===== src/rtl/counter_sequencer.sv =====
// Purpose: run-controlled up/down counter with pause, loop-reload and one-shot done.
// Latency: all outputs registered; start is acted on at the first edge it is seen in IDLE.
// Backpressure: pause freezes the count in place; clear aborts to IDLE from any state.
module counter_sequencer #(
  parameter int WIDTH = 4
) (
  input  logic             clk,
  input  logic             rst,
  input  logic             start,
  input  logic             pause,
  input  logic             clear,
  input  logic             dir,
  input  logic             loop,
  input  logic [WIDTH-1:0] limit,
  output logic [WIDTH-1:0] count,
  output logic             busy,
  output logic             done,
  output logic             wrap,
  output logic [1:0]       state
);

  typedef enum logic [1:0] {
    IDLE  = 2'd0,
    RUN   = 2'd1,
    PAUSE = 2'd2,
    DONE  = 2'd3
  } state_t;

  state_t           st;
  logic             dir_q;
  logic             loop_q;
  logic [WIDTH-1:0] limit_q;
  logic             terminal;

  // Run settings are captured at start, so the terminal value only depends on latched copies.
  assign terminal = dir_q ? (count == limit_q) : (count == '0);
  assign state    = st;

  // Single FSM register: state, count and all status outputs update together.
  always_ff @(posedge clk or negedge rst) begin
    if (!rst) begin
      st      <= IDLE;
      count   <= '0;
      busy    <= 1'b0;
      done    <= 1'b0;
      wrap    <= 1'b0;
      dir_q   <= 1'b1;
      loop_q  <= 1'b0;
      limit_q <= '0;
    end else begin
      // Pulses default low; they are only raised on the edge that causes them.
      done <= 1'b0;
      wrap <= 1'b0;
      if (clear) begin
        st    <= IDLE;
        count <= '0;
        busy  <= 1'b0;
      end else begin
        case (st)
          IDLE: begin
            if (start) begin
              dir_q   <= dir;
              loop_q  <= loop;
              limit_q <= limit;
              st      <= RUN;
              busy    <= 1'b1;
              count   <= dir ? '0 : limit;
            end
          end
          RUN: begin
            // Pause outranks the terminal check: no advance, no done, no wrap.
            if (pause) begin
              st <= PAUSE;
            end else if (terminal) begin
              if (loop_q) begin
                count <= dir_q ? '0 : limit_q;
                wrap  <= 1'b1;
              end else begin
                st   <= DONE;
                busy <= 1'b0;
                done <= 1'b1;
              end
            end else begin
              count <= dir_q ? count + 1'b1 : count - 1'b1;
            end
          end
          PAUSE: begin
            if (!pause) st <= RUN;
          end
          DONE: begin
            st <= IDLE;
          end
        endcase
      end
    end
  end

endmodule


===== config.mk =====
export PLATFORM = sky130hd
export DESIGN_NAME = counter_sequencer
export DESIGN_NICKNAME = d
export VERILOG_FILES = /design/src/rtl/counter_sequencer.sv
export SDC_FILE = /design/constraint.sdc
export NUM_CORES = 1
export LEC_CHECK = 0
export ABC_AREA = 1
export BUFFER_PORTS_ARGS = -buffer_cell sky130_fd_sc_hd__buf_4
export CAP_MARGIN = 20
export CORE_MARGIN = 3
export CORE_UTILIZATION = 45
export DETAILED_ROUTE_END_ITERATION = 16
export PLACE_DENSITY = 0.67
export SLEW_MARGIN = 10
export SYNTH_ARGS = -nofsm -noshare
export SYNTH_HDL_FRONTEND = slang
export SYNTH_SLANG_ARGS = --single-unit

===== constraint.sdc =====
create_clock -name clk -period 1.7 [get_ports clk]
set_input_delay 0.17 -clock clk [delete_from_list [all_inputs] [get_ports clk]]
set_output_delay 0.17 -clock clk [all_outputs]
set_load 0.05 [all_outputs]

### Yosys cells after proc, flatten, opt, wreduce, memory -nomap -nowiden

Index checks and enable logic that the tools add are counted.

| storage, ports and cells | value |
|---|---|
| logic and storage cells | 63 |
| register bits after elaboration | 15 |
| output and inout bits | 9 |
| input port bits | 11 |

| cells by class | value |
|---|---|
| add/sub/neg operators | 2 |
| reductions and logical operators | 7 |
| multiplexer cells | 33 |
| bitwise gates (word level) | 1 |
| equality and inequality tests | 12 |

Operators with widths:

| cell | count |
|---|---|
| two-way mux 4 bit | 8 |
| two-way mux 1 bit | 16 |
| != test 3 bit, second input constant | 5 |
| two-way mux 2 bit | 6 |
| != test 4 bit, second input constant | 3 |
| one-hot mux 2 bit (4 select lines) | 1 |
| one-hot mux 4 bit (2 select lines) | 1 |
| AND reduction 4 bit | 2 |
| AND reduction 5 bit | 1 |
| adder 4 x 1 -> 4 bit, second input constant | 1 |
| == test 2 bit, second input constant | 2 |
| == test 4 bit | 1 |
| zero test 4 bit | 1 |
| subtractor 4 x 1 -> 4 bit, second input constant | 1 |
| AND reduction 3 bit | 1 |
| nonzero test 3 bit | 1 |
| == test 2 x 1 -> 1 bit, second input constant | 1 |
| zero test 2 bit | 1 |
| one-hot mux 1 bit (2 select lines) | 1 |
| NOT 1 bit | 1 |

### Longest topological paths before layout

| depth | value |
|---|---|
| depth after elaboration | 6 |
| gate-level depth with buffers | 11 |
| depth with buffers taken out | 11 |

### Worst setup path after synthesis

No wires, ideal clock.

| path | value |
|---|---|
| kind | reg2reg |
| start | reg count[1] |
| end | reg count[2] |
| setup slack | -0.098 ns |
| cell stages (with the launch flop) | 7 |
| period minus slack after synthesis | 1.798 ns |
| data required time | 1.577 ns |
| setup time | 0.123 ns |
| data arrival time | 1.675 ns |
| path through | dfrtp_1 > inv_1 > fa_1 > xor2_1 > o21ai_0 > a21boi_0 > o21ai_1 |

| between the ends | value |
|---|---|
| longest elaborated chain between the ends | 6 |
| elaborated cells between the ends (all ways) | 12 |
| those cells by class | 2 x add/sub; 2 x eq/ne; 6 x mux; 2 x reduce/logical |

RTL lines:

| item | line | RTL |
|---|---|---|
| start, declared | 15 | `output logic [WIDTH-1:0] count,` |
| start signal, assigned | 67 | `count <= dir ? '0 : limit;` |
| start signal, assigned | 76 | `count <= dir_q ? '0 : limit_q;` |
| start signal, assigned | 84 | `count <= dir_q ? count + 1'b1 : count - 1'b1;` |
| subtractor 4 x 1 -> 4 bit, or another cell as far along | 84 |  |
| two-way mux 4 bit / two-way mux 1 bit (equally long branches) | 84, 36 |  |
| two-way mux 4 bit | 74 | `end else if (terminal) begin` |
| two-way mux 4 bit | 72 | `if (pause) begin` |
| one-hot mux 4 bit (2 select lines) | 59 | `case (st)` |
| two-way mux 4 bit | 54 | `if (clear) begin` |

Parallel ways exist; a longest one is shown, timed or not. The select of a mux whose other input is x is not followed.
A chain may end at the register's enable or synchronous reset.

### Worst setup path after layout

| path | value |
|---|---|
| start | reg dir_q |
| end | reg count[1] |

| between the ends | value |
|---|---|
| longest elaborated chain between the ends | 6 |
| elaborated cells between the ends (all ways) | 10 |
| those cells by class | 1 x eq/ne; 8 x mux; 1 x reduce/logical |

RTL lines:

| item | line | RTL |
|---|---|---|
| start, declared | 30 | `logic dir_q;` |
| start signal, assigned | 62 | `dir_q <= dir;` |
| two-way mux 4 bit | 76 |  |
| two-way mux 4 bit | 75 | `if (loop_q) begin` |
| two-way mux 4 bit | 74 |  |
| two-way mux 4 bit | 72 |  |
| one-hot mux 4 bit (2 select lines) | 59 |  |
| two-way mux 4 bit | 54 |  |

Parallel ways exist; a longest one is shown, timed or not. The select of a mux whose other input is x is not followed.

==> summary.md <==
| Metric | Value |
|---|---|
| DRC viols | `0` |
| DRT iter0 DRCs | `20` |
| Critical path data required time | `between 1.5 and 2 ns` |
| Total grt overflow | `0` |
| Area Growth Syn to Fin | `23.8%` |
| Switching power | `~640 uW` |
| Met1 usage | `27.3%` |
| Top Usage Layer GRT | `met1` |
| Crit path max-delay family | `flip-flops` |
| Std cell rows | `16` |
| Combinational Power Share | `50.9%` |
| Fin. Hold Viols | `0` |
| Internal | `780 uW` |
| Power Density | `1160 nW/um^2` |
| Cell count along the critical path | `7` |
| Wire length per cell | `11.8 um` |
| DP HPWL | `around 1700 um` |
| Routed vias/inst | `4.92` |
| Worst setup path class | `reg -> reg` |
| Achievable Freq | `628 MHz` |
| Buf/Inv on CP | `1` |
| Clock slew at reported path FFs | `0.09 ns` |
| Synth Warn # | `0` |
| Synthesized flop and latch total | `15` |
| Final setup vio count | `0` |
| Number of port buffers | `19` |
| Post-synth top area share | `35.5%` |
| Via count | `a little over 900` |
| Final GP Congestion | `roughly 0.84` |
| Worst IR Drop VDD | `about 0.82 mV` |
| GR met2 Demand/Resource | `25.8%` |
| CTS Buffer Depth | `2` |
| Max-Cap Viols | `0` |
| Total Routed Length | `2200 um` |
| Setup Total Neg Slack | `0 ns` |
| Worst hold stages | `2` |
| Critical path's largest stage delay | `0.54 ns` |
| Post-CTS Setup Bufs | `0` |
| Hold Slack | `0.0679 ns` |
| Min-delay worst type | `in -> reg` |
| Worst Path Arrival | `1.81 ns` |
| Final Slew Violations | `0` |
| CP max FO | `5` |
| Synth unique cells | `28` |
| Sequential-to-total area share from yosys stat | `38.1%` |
| Clock Sinks | `15` |
| IO Pins | `20` |
| Antenna fix cells | `0` |
| CTS tree | `done` |
| Pin count of the biggest net entering global routing | `16` |
| Synth top area cells | `dfrtp_1, nand2_1, inv_1` |
| Core box area | `slightly above 2000 um^2` |
| Syn_area_per_cell | `7.37 um^2` |
| Clock latency on the worst-skew pair | `between 0.2 and 0.3 ns` |
| Leak | `0.000651 uW` |
| Crit path launch type | `register` |
| Initial Utilization | `48.8%` |
| CTS buffer count | `3` |
| Area of the multi-input gates | `541 um^2` |
| Critical path endpoint category | `register` |
| FF+latch area | `379 um^2` |
| Net Sw Frac | `44.9%` |
| Period Utilization, post-route | `between 90% and 100%` |
| Worst slew pin tran | `0.297 ns` |
| R2R depth | `7` |
| Clock power share | `14.2%` |
| Clock Skew | `~0.00049 ns` |
| Minimum clock period | `1.59 ns` |
| Vias in the first global route | `a little over 800` |
| DRT Pass-1 Iters | `4` |
| Crit-path most repeated cell | `nand2_1` |
| CTS root buffer | `clkbuf_4` |
| H-tree levels | `1` |
| Tot GR Track Use | `18.2%` |
| Nets | `174` |
| Slew HR | `between 80 and 90%` |
| Fin util | `between 60% and 70%` |
| DIE AREA | `2790 um^2` |
| Status | `complete, no violations` |
| Total nets after synthesis | `approximately 150` |
| Sequential share of power | `34.9%` |
| Global routing usage on met3 | `about 2.8%` |
| Synth Cell Area | `987 um^2` |
| Layout cell share with drive strength beyond 1 | `between 30% and 40%` |
| Initial antenna violation count | `0` |
| First-pass GRT wire length | `about 3700 um` |
| RSZ-0062 raised after global routing | `no` |
| Fill cells | `~200` |
| Syn Inst Count | `roughly 130` |
| Cell taking the most area after synthesis | `dfrtp_1` |
| Post-route ant nets | `0` |
| Die Wd | `52.8 um` |
| CP max-delay cell | `dfstp_2` |
| Crit-path cells | `buf_4, fa_1, o21ai_0, nand2_1, nand2_1, nand2_1, nand2_1` |
| Die H | `52.8 um` |
## area by class of cell
class	count	share of cell area, %
multi-input cells	98	44.2
well taps	27	2.76
clock buffers	4	2.15
repair buffers	22	13.7
flip-flops and latches	15	31.0
inverters	20	6.14
## path summary, 6_finish.rpt
check | startpoint | end | slack (ns)
max reg2reg | dir_q | count[1] | 0.11
min in group asynchronous | rst | state[0] | 0.27
min reg2reg | busy | busy | 0.49
max in group asynchronous | rst | dir_q | 1.19
min | pause | done | 0.07
max | dir_q | count[1] | 0.11
## through the flow
step                power (uW)  setup slack (ns)  area (um^2)  std cells
detailed placement        1190            0.0722         1170        181
global route              1530          0.000741         1220        186
global placement          1170             0.104         1170        181
CTS                       1400            0.0679         1210        186
floorplan                  992           0.00785          990        134
finish                    1420             0.107         1220        186
## power by group through the flow
stage | Sequential (uW) | Clock (uW) | Combinational (uW)
2_1_floorplan | 608 | 0 | 384
3_3_place_gp | 495 | 0 | 677
3_5_place_dp | 498 | 0 | 691
4_1_cts | 491 | 207 | 697
5_1_grt | 504 | 228 | 803
6_report | 494 | 201 | 721
## cell usage in the layout (no fill, tap or decap)
master,synthesis,final
dfrtp_1,14,12
nor2_1,11,11
clkbuf_4,0,3
o21ai_2,2,2
a21oi_4,1,1
dfrtp_2,0,2
o22ai_1,1,1
dlygate4sd3_1,0,1
xor2_1,1,1
a21boi_1,0,1
and3_1,1,1
nor2_2,3,3
xnor2_1,1,1
clkbuf_1,0,1
nand3_1,5,5
nand4_1,3,3
nand2_2,3,3
fa_1,1,1
ha_1,2,1
a21oi_1,3,2
nand3_2,2,2
ha_4,0,1
dfstp_2,1,1
nand2_1,46,46
nor3_1,1,1
a21oi_2,3,4
inv_2,3,3
o21ai_1,1,1
nor2_4,1,1
nor3_2,1,1
buf_4,0,21
inv_1,17,17
o21ai_0,4,4
## logic make-up after synthesis
family | after synthesis | synth area share (%)
AO/OA/AOI/OAI | 16 | 11.5
buffers and inverters | 21 | 8.74
XOR/XNOR | 2 | 1.77
flip-flops | 15 | 38.2
adder cells (fa/ha/maj) | 3 | 4.56
AND/OR/NAND/NOR | 77 | 35.2
## repair_timing
action | CTS | global route
hold endpoints to repair | 15 | 0
resized for setup | 0 | 3
setup endpoints to repair | 0 | 2
hold buffers | 1 | 0
## routing by layer
metal,part of all wire [%],wire length (um)
met3,4.0,88
met5,0,0
met4,1.3,29
met2,46,1010
met1,49,1070
## cell usage after synthesis
cell type,count
nand3_1,5
buf_6,1
nor2_2,3
nor2_1,11
and3_1,1
o21ai_1,1
ha_1,2
nor3_2,1
nand3_2,2
o21ai_2,2
inv_2,3
xor2_1,1
nor2_4,1
a21oi_1,3
dfrtp_1,14
a21oi_4,1
nand2_2,3
nor3_1,1
nand2_1,46
a21boi_0,1
o22ai_1,1
a21oi_2,3
fa_1,1
inv_1,17
nand4_1,3
o21ai_0,4
dfstp_2,1
xnor2_1,1
## sequential cells by signal, summed over array words and instances, names as in the netlist
register	flops
wrap	1
count	4
dir_q	1
state	2
loop_q	1
done	1
busy	1
limit_q	4
Power figures use the tool's default switching activity.
